**src/rtl/rs_entry_8bit_pkg.sv**
```systemverilog
// Shared widths and FSM encoding for the single reservation-station entry.
package rs_entry_8bit_pkg;

    localparam int TAG_W  = 3;
    localparam int DATA_W = 8;

    typedef enum logic [1:0] {
        ST_EMPTY = 2'b00,
        ST_WAIT  = 2'b01,
        ST_READY = 2'b10
    } rs_state_e;

endpackage

```
**src/rtl/rs_entry_8bit_if.sv**
```systemverilog
// Dispatch / CDB / issue signal bundle for the reservation-station entry.
interface rs_entry_8bit_if;
    import rs_entry_8bit_pkg::*;

    logic              flush;
    logic              alloc_valid;
    logic              alloc_ready;
    logic              alloc_a_rdy;
    logic [TAG_W-1:0]  alloc_a_tag;
    logic [DATA_W-1:0] alloc_a_val;
    logic              alloc_b_rdy;
    logic [TAG_W-1:0]  alloc_b_tag;
    logic [DATA_W-1:0] alloc_b_val;
    logic              alloc_use_imm;
    logic [DATA_W-1:0] alloc_imm;
    logic              cdb_valid;
    logic [TAG_W-1:0]  cdb_tag;
    logic [DATA_W-1:0] cdb_data;
    logic              issue_valid;
    logic              issue_ready;
    logic [DATA_W-1:0] issue_a;
    logic [DATA_W-1:0] issue_b;
    logic [DATA_W-1:0] issue_imm;
    logic              issue_use_imm;

    modport slave (
        input  flush, alloc_valid, alloc_a_rdy, alloc_a_tag, alloc_a_val,
               alloc_b_rdy, alloc_b_tag, alloc_b_val, alloc_use_imm, alloc_imm,
               cdb_valid, cdb_tag, cdb_data, issue_ready,
        output alloc_ready, issue_valid, issue_a, issue_b, issue_imm, issue_use_imm
    );

    modport master (
        output flush, alloc_valid, alloc_a_rdy, alloc_a_tag, alloc_a_val,
               alloc_b_rdy, alloc_b_tag, alloc_b_val, alloc_use_imm, alloc_imm,
               cdb_valid, cdb_tag, cdb_data, issue_ready,
        input  alloc_ready, issue_valid, issue_a, issue_b, issue_imm, issue_use_imm
    );

endinterface

```
**src/rtl/rs_entry_8bit_operand_slot.sv**
```systemverilog
// One source-operand slot: holds value/tag/ready, snoops the CDB for its producer tag.
module operand_slot_8bit
    import rs_entry_8bit_pkg::*;
(
    input  logic              clk,
    input  logic              rst_n,
    input  logic              load,
    input  logic              alloc_rdy,
    input  logic [TAG_W-1:0]  alloc_tag,
    input  logic [DATA_W-1:0] alloc_val,
    input  logic              watch,
    input  logic              cdb_valid,
    input  logic [TAG_W-1:0]  cdb_tag,
    input  logic [DATA_W-1:0] cdb_data,
    output logic [DATA_W-1:0] val,
    output logic              rdy_next
);

    logic [DATA_W-1:0] val_q, val_d;
    logic [TAG_W-1:0]  tag_q, tag_d;
    logic              rdy_q, rdy_d;
    logic              fwd_hit;
    logic              cdb_hit;

    // Load at allocation (with same-cycle forwarding) or capture a matching broadcast.
    always_comb begin
        val_d   = val_q;
        tag_d   = tag_q;
        rdy_d   = rdy_q;
        fwd_hit = cdb_valid && (cdb_tag == alloc_tag);
        cdb_hit = cdb_valid && (cdb_tag == tag_q);
        if (load) begin
            tag_d = alloc_tag;
            if (alloc_rdy) begin
                val_d = alloc_val;
                rdy_d = 1'b1;
            end else if (fwd_hit) begin
                val_d = cdb_data;
                rdy_d = 1'b1;
            end else begin
                val_d = alloc_val;
                rdy_d = 1'b0;
            end
        end else if (watch && !rdy_q && cdb_hit) begin
            val_d = cdb_data;
            rdy_d = 1'b1;
        end else begin
            rdy_d = rdy_q;
        end
    end

    // Slot storage.
    always_ff @(posedge clk) begin
        if (!rst_n) begin
            val_q <= {DATA_W{1'b0}};
            tag_q <= {TAG_W{1'b0}};
            rdy_q <= 1'b0;
        end else begin
            val_q <= val_d;
            tag_q <= tag_d;
            rdy_q <= rdy_d;
        end
    end

    assign val      = val_q;
    assign rdy_next = rdy_d;

endmodule

```
**src/rtl/rs_entry_8bit.sv**
```systemverilog
// Single reservation-station entry: EMPTY -> WAIT (operands pending) -> READY (offered for issue).
module rs_entry_8bit
    import rs_entry_8bit_pkg::*;
(
    input  logic           clk,
    input  logic           rst_n,
    rs_entry_8bit_if.slave bus
);

    rs_state_e         state_q, state_d;
    logic [DATA_W-1:0] imm_q, imm_d;
    logic              use_imm_q, use_imm_d;
    logic              issue_valid_q, issue_valid_d;
    logic              alloc_take;
    logic              watch;
    logic              b_alloc_rdy;
    logic              a_rdy_next, b_rdy_next;
    logic [DATA_W-1:0] a_val, b_val;

    // FSM state register.
    always_ff @(posedge clk) begin
        if (!rst_n) begin
            state_q <= ST_EMPTY;
        end else begin
            state_q <= state_d;
        end
    end

    // Next state; flush overrides everything below reset.
    always_comb begin
        state_d = state_q;
        if (bus.flush) begin
            state_d = ST_EMPTY;
        end else begin
            case (state_q)
                ST_EMPTY: begin
                    if (bus.alloc_valid) begin
                        state_d = (a_rdy_next && b_rdy_next) ? ST_READY : ST_WAIT;
                    end else begin
                        state_d = ST_EMPTY;
                    end
                end
                ST_WAIT: begin
                    if (a_rdy_next && b_rdy_next) begin
                        state_d = ST_READY;
                    end else begin
                        state_d = ST_WAIT;
                    end
                end
                ST_READY: begin
                    if (bus.issue_ready) begin
                        state_d = ST_EMPTY;
                    end else begin
                        state_d = ST_READY;
                    end
                end
                default: state_d = ST_EMPTY;
            endcase
        end
    end

    // Datapath controls; an immediate-form instruction treats B as already satisfied.
    always_comb begin
        alloc_take    = (state_q == ST_EMPTY) && bus.alloc_valid && !bus.flush;
        watch         = (state_q == ST_WAIT) && !bus.flush;
        b_alloc_rdy   = bus.alloc_b_rdy | bus.alloc_use_imm;
        issue_valid_d = (state_d == ST_READY);
        if (alloc_take) begin
            imm_d     = bus.alloc_imm;
            use_imm_d = bus.alloc_use_imm;
        end else begin
            imm_d     = imm_q;
            use_imm_d = use_imm_q;
        end
    end

    // Immediate and issue-valid registers.
    always_ff @(posedge clk) begin
        if (!rst_n) begin
            imm_q         <= {DATA_W{1'b0}};
            use_imm_q     <= 1'b0;
            issue_valid_q <= 1'b0;
        end else begin
            imm_q         <= imm_d;
            use_imm_q     <= use_imm_d;
            issue_valid_q <= issue_valid_d;
        end
    end

    operand_slot_8bit u_slot_a (
        .clk       (clk),
        .rst_n     (rst_n),
        .load      (alloc_take),
        .alloc_rdy (bus.alloc_a_rdy),
        .alloc_tag (bus.alloc_a_tag),
        .alloc_val (bus.alloc_a_val),
        .watch     (watch),
        .cdb_valid (bus.cdb_valid),
        .cdb_tag   (bus.cdb_tag),
        .cdb_data  (bus.cdb_data),
        .val       (a_val),
        .rdy_next  (a_rdy_next)
    );

    operand_slot_8bit u_slot_b (
        .clk       (clk),
        .rst_n     (rst_n),
        .load      (alloc_take),
        .alloc_rdy (b_alloc_rdy),
        .alloc_tag (bus.alloc_b_tag),
        .alloc_val (bus.alloc_b_val),
        .watch     (watch),
        .cdb_valid (bus.cdb_valid),
        .cdb_tag   (bus.cdb_tag),
        .cdb_data  (bus.cdb_data),
        .val       (b_val),
        .rdy_next  (b_rdy_next)
    );

    assign bus.alloc_ready   = (state_q == ST_EMPTY);
    assign bus.issue_valid   = issue_valid_q;
    assign bus.issue_a       = a_val;
    assign bus.issue_b       = b_val;
    assign bus.issue_imm     = imm_q;
    assign bus.issue_use_imm = use_imm_q;

endmodule
```
**src/flat_wrapper.sv**
```systemverilog
// flat-port wrapper written by rule: the top's interface ports become plain ports
module rs_entry_8bit_flat import rs_entry_8bit_pkg::*;
  (clk, rst_n, bus_flush, bus_alloc_valid, bus_alloc_a_rdy, bus_alloc_a_tag, bus_alloc_a_val, bus_alloc_b_rdy, bus_alloc_b_tag, bus_alloc_b_val, bus_alloc_use_imm, bus_alloc_imm, bus_cdb_valid, bus_cdb_tag, bus_cdb_data, bus_issue_ready, bus_alloc_ready, bus_issue_valid, bus_issue_a, bus_issue_b, bus_issue_imm, bus_issue_use_imm);
  rs_entry_8bit_if bus_i ();
  input  logic clk;
  input  logic rst_n;
  input wire logic [$bits(bus_i.flush)-1:0] bus_flush;
  input wire logic [$bits(bus_i.alloc_valid)-1:0] bus_alloc_valid;
  input wire logic [$bits(bus_i.alloc_a_rdy)-1:0] bus_alloc_a_rdy;
  input wire logic [$bits(bus_i.alloc_a_tag)-1:0] bus_alloc_a_tag;
  input wire logic [$bits(bus_i.alloc_a_val)-1:0] bus_alloc_a_val;
  input wire logic [$bits(bus_i.alloc_b_rdy)-1:0] bus_alloc_b_rdy;
  input wire logic [$bits(bus_i.alloc_b_tag)-1:0] bus_alloc_b_tag;
  input wire logic [$bits(bus_i.alloc_b_val)-1:0] bus_alloc_b_val;
  input wire logic [$bits(bus_i.alloc_use_imm)-1:0] bus_alloc_use_imm;
  input wire logic [$bits(bus_i.alloc_imm)-1:0] bus_alloc_imm;
  input wire logic [$bits(bus_i.cdb_valid)-1:0] bus_cdb_valid;
  input wire logic [$bits(bus_i.cdb_tag)-1:0] bus_cdb_tag;
  input wire logic [$bits(bus_i.cdb_data)-1:0] bus_cdb_data;
  input wire logic [$bits(bus_i.issue_ready)-1:0] bus_issue_ready;
  output wire logic [$bits(bus_i.alloc_ready)-1:0] bus_alloc_ready;
  output wire logic [$bits(bus_i.issue_valid)-1:0] bus_issue_valid;
  output wire logic [$bits(bus_i.issue_a)-1:0] bus_issue_a;
  output wire logic [$bits(bus_i.issue_b)-1:0] bus_issue_b;
  output wire logic [$bits(bus_i.issue_imm)-1:0] bus_issue_imm;
  output wire logic [$bits(bus_i.issue_use_imm)-1:0] bus_issue_use_imm;
  assign bus_i.flush = bus_flush;
  assign bus_i.alloc_valid = bus_alloc_valid;
  assign bus_i.alloc_a_rdy = bus_alloc_a_rdy;
  assign bus_i.alloc_a_tag = bus_alloc_a_tag;
  assign bus_i.alloc_a_val = bus_alloc_a_val;
  assign bus_i.alloc_b_rdy = bus_alloc_b_rdy;
  assign bus_i.alloc_b_tag = bus_alloc_b_tag;
  assign bus_i.alloc_b_val = bus_alloc_b_val;
  assign bus_i.alloc_use_imm = bus_alloc_use_imm;
  assign bus_i.alloc_imm = bus_alloc_imm;
  assign bus_i.cdb_valid = bus_cdb_valid;
  assign bus_i.cdb_tag = bus_cdb_tag;
  assign bus_i.cdb_data = bus_cdb_data;
  assign bus_i.issue_ready = bus_issue_ready;
  assign bus_alloc_ready = bus_i.alloc_ready;
  assign bus_issue_valid = bus_i.issue_valid;
  assign bus_issue_a = bus_i.issue_a;
  assign bus_issue_b = bus_i.issue_b;
  assign bus_issue_imm = bus_i.issue_imm;
  assign bus_issue_use_imm = bus_i.issue_use_imm;
  rs_entry_8bit u_core (.clk(clk), .rst_n(rst_n), .bus(bus_i));
endmodule
```
**config.mk**
```make
export PLATFORM = sky130hd
export DESIGN_NAME = rs_entry_8bit_flat
export DESIGN_NICKNAME = d
export VERILOG_FILES = /design/src/rtl/rs_entry_8bit_pkg.sv /design/src/rtl/rs_entry_8bit_if.sv /design/src/rtl/rs_entry_8bit_operand_slot.sv /design/src/rtl/rs_entry_8bit.sv /design/src/flat_wrapper.sv
export SDC_FILE = /design/constraint.sdc
export NUM_CORES = 1
export LEC_CHECK = 0
export CAP_MARGIN = 30
export CORE_MARGIN = 3
export CORE_UTILIZATION = 42
export DETAILED_ROUTE_END_ITERATION = 7
export PLACE_DENSITY = 0.77
export SYNTH_ARGS = -nofsm -noshare
export SYNTH_HDL_FRONTEND = slang
export SYNTH_SLANG_ARGS = --single-unit
```
**constraint.sdc**
```tcl
create_clock -name clk -period 2 [get_ports clk]
set_input_delay 0.2 -clock clk [delete_from_list [all_inputs] [get_ports clk]]
set_output_delay 0.2 -clock clk [all_outputs]
set_load 0.01 [all_outputs]
```
Yosys cells after proc, flatten, opt, wreduce, memory -nomap -nowiden
Index checks and enable logic that the tools add are counted.
{"block": "totals", "reg_bits": 36, "in_bits": 50, "output_inout_bits": 27, "elab_cells": 57}
{"block": "classes", "eq_ne": 7, "mux": 21, "bitwise_logic": 1, "reduce_logical": 18}
{"op": "8-bit 2-to-1 mux", "n": 8}
{"op": "3-bit equality test", "n": 4}
{"op": "1-bit logical AND", "n": 12}
{"op": "1-bit 2-to-1 mux", "n": 8}
{"op": "2-bit 2-to-1 mux", "n": 4}
{"op": "2-bit one-hot mux with 3 select lines", "n": 1}
{"op": "2-bit equality test, second input constant", "n": 2}
{"op": "2-bit nonzero test", "n": 2}
{"op": "1-bit zero test", "n": 3}
{"op": "2-bit by 1-bit equality test with 1-bit output, second input constant", "n": 1}
{"op": "2-bit zero test", "n": 1}
{"op": "1-bit OR", "n": 1}

Depth between registers and ports, before layout
{"block": "logic_depth", "depth_word": 12, "mapped_depth": 7, "ltp_nobuf": 5}

Hierarchy
Synthesis repeated with hierarchy kept, for this count alone.
{"block": "hier_totals", "hier_cells": 204, "hier_area_um2": 1859.3}
{"mod": "operand_slot_8bit", "instances": 2, "cells_each": 74, "area_per_inst_um2": 694.4, "seq_area_each_um2": 240.2}
{"mod": "rs_entry_8bit", "instances": 1, "cells_each": 56, "area_per_inst_um2": 470.5, "seq_area_each_um2": 240.2}

Worst setup path after synthesis
No wires, ideal clock.
{"block": "synth_timing", "kind": "register to register", "startpoint": "register u_core.state_q[1]", "endpoint": "register u_core.u_slot_a.val_q[0], in the netlist u_core.u_slot_a.val[0]", "setup_ns": 0.135, "arrival_time_ns": 1.444, "t_required_ns": 1.865, "path_slack_ns": 0.421, "stages_incl_launch_ff": 4, "path_buffers": 0, "synth_period_minus_slack_ns": 1.579, "cell_sequence": "dfxtp_1 or4b_4 o32ai_2 a21oi_1"}
{"block": "synth_via", "elab_chain_len": 5, "word_cells_on_any_way": 9, "cone_classes": "eq/ne (1); mux (1); reduce/logical (7)"}
{"element": "start: declaration", "line": "rs_entry_8bit.sv:10", "text": "rs_state_e state_q, state_d;"}
{"element": "start signal: assignment", "line": "rs_entry_8bit.sv:25", "text": "state_q <= state_d;"}
{"element": "2-bit by 1-bit equality test with 1-bit output", "line": "rs_entry_8bit.sv:65", "text": "watch = (state_q == ST_WAIT) && !bus.flush;"}
{"element": "1-bit logical AND", "line": "rs_entry_8bit.sv:65"}
{"element": "1-bit logical AND (2 in a row)", "line": "rs_entry_8bit_operand_slot.sv:44", "text": "end else if (watch && !rdy_q && cdb_hit) begin"}
{"element": "2-bit nonzero test (no source line)"}
{"element": "end signal: assignment", "line": "rs_entry_8bit_operand_slot.sv:55", "text": "val_q <= {DATA_W{1'b0}};"}
{"element": "end signal: assignment", "line": "rs_entry_8bit_operand_slot.sv:59", "text": "val_q <= val_d;"}
{"element": "end: declaration", "line": "rs_entry_8bit_operand_slot.sv:19", "text": "logic [DATA_W-1:0] val_q, val_d;"}
Parallel ways exist; a longest one is shown, timed or not.
A chain may end at the register's enable or synchronous reset.

Final worst setup path
{"block": "layout_timing", "startpoint": "input bus_flush", "endpoint": "register u_core.state_q[1]"}
{"block": "layout_via", "elab_chain_len": 11, "word_cells_on_any_way": 16, "cone_classes": "mux (8); reduce/logical (8)"}
{"element": "start: declaration", "line": "flat_wrapper.sv:7", "text": "input wire logic [$bits(bus_i.flush)-1:0] bus_flush;"}
{"element": "1-bit zero test", "line": "rs_entry_8bit.sv:64, rs_entry_8bit.sv:65"}
{"element": "1-bit logical AND", "line": "rs_entry_8bit.sv:65"}
{"element": "1-bit logical AND (2 in a row)", "line": "rs_entry_8bit_operand_slot.sv:44"}
{"element": "1-bit 2-to-1 mux", "line": "rs_entry_8bit_operand_slot.sv:44"}
{"element": "1-bit 2-to-1 mux", "line": "rs_entry_8bit_operand_slot.sv:32", "text": "if (load) begin"}
{"element": "1-bit logical AND", "line": "rs_entry_8bit.sv:38, rs_entry_8bit.sv:44"}
{"element": "2-bit 2-to-1 mux", "line": "rs_entry_8bit.sv:38, rs_entry_8bit.sv:44"}
{"element": "2-bit 2-to-1 mux", "line": "rs_entry_8bit.sv:37", "text": "if (bus.alloc_valid) begin"}
{"element": "2-bit one-hot mux with 3 select lines", "line": "rs_entry_8bit.sv:35", "text": "case (state_q)"}
{"element": "2-bit 2-to-1 mux (*)", "line": "rs_entry_8bit.sv:32", "text": "if (bus.flush) begin"}
Mark *: on every way between the ends. The rest lies on a longest branch, timed or not.

==> impl_metrics.py <==
metrics = {
    "setup_path": {
        "critPathMaxFanout": 5,
        "worstSetupPathType": "primary input to flip-flop",
        "timing.critical_path.to_type": "flip-flop",
        "required_ns": 2.23,
        "r2r_start": "u_core.state_q[1]",
        "cp_slowest_cell": "clkdlybuf4s50_1",
        "crit_chain": "clkdlybuf4s50_1 > buf_4 > nor4b_4 > nor2_1 > a22oi_1 > nand3_1 > o21ai_1",
        "crit_family": "buffers and inverters",
        "reg2reg_to": "u_core.state_q[1]",
        "start_kind": "primary input",
        "worstPathArrival_ns": 1.96,
        "crit_buf_inv": 2,
        "r2r_cells": 5,
        "cpPeakStageDelay_ns": 0.49,
        "reg2reg_slack_ns": 0.29,
    },
    "power_and_ir_drop": {
        "power.internal_mw": 1.37,
        "clock_power_share": 0.351,
        "pwr-share-seq": 0.429,
        "leakage_nw": 1.05,
        "power_density_mw_per_mm2": 672,
        "ir_worst_vdd_mv": 0.402,
        "netSwitchingFraction": 0.251,
        "power_frac_comb": 0.221,
        "p_switching_mw": 0.460,
    },
    "clock_network": {
        "cts_tree": "done",
        "cts_root_buf": "clkbuf_8",
        "insertion_delay_ns": 0.30,
        "cts_setup_buffers": 0,
        "ctsResizeCount": 0,
        "h-tree-depth": 2,
        "ctsHoldBuffers": 0,
        "path_clk_slew_ns": 0.07,
        "clock_sinks": 36,
        "cts_buffers": 5,
        "clk_path_buf_depth": 2,
    },
    "place": {
        "numPortBuffers": 76,
        "dp_cells": 310,
        "dp_hpwl_um": 3520,
        "place_congestion": 0.800,
    },
    "drt": {
        "dr.pass1.iters": 4,
        "antenna_left": 0,
        "wl_per_cell_um": 14.3,
        "viasPerCell": 4.97,
        "drc": 0,
        "wirelength_um": 4540,
        "vias": 1580,
        "drt_iter0_markers": 49,
    },
    "logic_synthesis": {
        "synth_flop_cell": "dfxtp_1",
        "syn-num-nets": 231,
        "synth_edf_count": 0,
        "syn_area_per_cell_um2": 9.58,
        "yosysWarnings": 0,
        "synth_area_mm2": 0.00173,
        "yosysTopAreaCell": "dfxtp_1",
        "synth_area_leaders": "dfxtp_1 (42%), nand2_1 (7.1%), a21boi_0 (6.5%), xnor2_4 (4.8%), a21oi_1 (4.6%)",
        "seq_area_frac_synth": 0.416,
        "ys_types": 32,
        "ys_async_sr_fraction": 0,
        "synthCells": 181,
        "ys_ff_latch": 36,
        "synth_top_area_frac": 0.416,
    },
    "timing": {
        "slew_viol_final": 0,
        "tns_ns": 0,
        "period_share": 0.865,
        "rsz0062_at_grt": "no",
        "relSlewSlack": 0.703,
        "clock_skew_ns": 0.00816,
        "hold_viol_final": 0,
        "worst_pin_slew_ns": 0.444,
        "fmax_mhz": 578,
        "min_period_ns": 1.73,
        "setup_violations": 0,
    },
    "layout": {
        "fillers": 317,
        "syn_to_final_growth_pct": 57.3,
        "layout.nets": 319,
        "final_common_cell": "clkdlybuf4s50_1",
        "drive_gt1_frac": 0.126,
        "antenna-diode-count": 0,
        "final_cell_mix": "clkdlybuf4s50_1 (76), dfxtp_1 (36), nand2_1 (33)",
        "fin_cells": 318,
    },
    "global_routing": {
        "antenna_found_initial": 0,
        "grt_max_degree": 32,
        "grt_pass1_wl_um": 7220,
        "grt_use_total": 0.183,
        "grt_pass1_vias": 1535,
        "grt_overflow": 0,
    },
    "die": {
        "start_util": 0.453,
        "rows": 22,
        "die-height_um": 70.3,
        "core_area_mm2": 0.00383,
        "ioPinCount": 77,
        "fp.dieW_um": 70.3,
        "dieArea_mm2": 0.00494,
    },
    "run_status": {
        "status": "completed",
    },
    "min_path": {
        "whs_path_depth": 3,
        "hp-start": "bus_alloc_imm[7]",
        "worstHoldPathType": "primary input to flip-flop",
        "min_delay_worst_endpoint": "u_core.bus.issue_imm[7]",
    },
    "flow_run": {
        "maxCapViolCount": 0,
    },
}
metrics by stage:
stage	hold WS, ns	instance area [um2]	worst slack, ns	power [mW]	util
2_1_floorplan	0.328	1730	0.421	0.980	-
3_3_place_gp	0.451	2620	0.0679	1.20	0.684
3_5_place_dp	0.457	2620	0.0114	1.21	0.684
4_1_cts	0.452	2730	0.309	1.85	0.713
5_1_grt	0.471	2730	0.153	1.90	0.713
6_report	0.458	2730	0.270	1.83	0.713
state kept, by name, indices dropped and copies added, names as in the netlist:
register / flops
u_core.bus.issue_imm: 8
u_core.u_slot_a.val: 8
u_core.u_slot_b.val: 8
u_core.u_slot_a.tag_q: 3
u_core.u_slot_b.tag_q: 3
u_core.state_q: 2
u_core.bus.issue_use_imm: 1
u_core.bus.issue_valid: 1
u_core.u_slot_a.rdy_q: 1
u_core.u_slot_b.rdy_q: 1
Yosys cell counts (3+ instances only):
master     n
xnor2_4    3
xnor2_1    9
inv_1      8
o221ai_1   8
o21ai_1    5
a21boi_0  15
dfxtp_1   36
buf_6      5
nor2_1     5
nand2_1   33
nand4_1    3
a21oi_1   16
clkbuf_1   4
o21ai_0    6
mux2i_1    8
how the worst max path moves through the flow:
stage	from	depth (start not counted)	to	slack [ns]
finish	bus_flush	7	u_core.state_q[1]	0.27
global route	bus_flush	7	u_core.bus.issue_valid	0.15
CTS	u_core.state_q[1]	5	u_core.state_q[1]	0.31
detailed placement	bus_flush	7	u_core.state_q[1]	0.01
global placement	bus_flush	7	u_core.u_slot_b.val[5]	0.07
floorplan	u_core.state_q[1]	3	u_core.u_slot_a.val[0]	0.42
logic make-up after synthesis:
| family | after synthesis | synth area share |
|---|---|---|
| AO/OA/AOI/OAI | 57 | 0.232 |
| buffers and inverters | 18 | 0.0613 |
| multiplexers | 8 | 0.0462 |
| flip-flops | 36 | 0.416 |
| AND/OR/NAND/NOR | 50 | 0.152 |
| XOR/XNOR | 12 | 0.0931 |
worst register-to-register path, stage by stage (launching register included):
cell and delay [ns]:
dfxtp_1 0.38, or4b_4 0.64, nor3_1 0.23, a22oi_1 0.16, nand3_1 0.12, o21ai_1 0.06
per-layer routing:
layer	vias up	track usage	routed length, um	share of wire
met5	-	0	0	0
met4	0	0.0511	53	0.012
met3	6	0.0604	254	0.056
met2	43	0.280	2180	0.48
met1	717	0.246	2050	0.45
li1	814	-	-	-
power by group through the flow:
stage	Clock [mW]	Sequential (mW)	Combinational, mW
final	0.642	0.785	0.404
after CTS	0.655	0.786	0.407
after global routing	0.678	0.792	0.434
after global placement	0	0.801	0.400
after detailed placement	0	0.802	0.405
after floorplan	0	0.816	0.163
area by class of cell:
class                           count  area, um2  area share
Timing Repair Buffer               91        898       0.329
Clock buffer                        5       68.8      0.0252
Sequential cell                    36        721       0.264
Clock inverter                      3       42.5      0.0156
Inverter                            8       30.0      0.0110
Tap cell                           48       60.1      0.0220
Multi-Input combinational cell    127        907       0.333
Note: power is estimated with default switching activity, not from simulation.
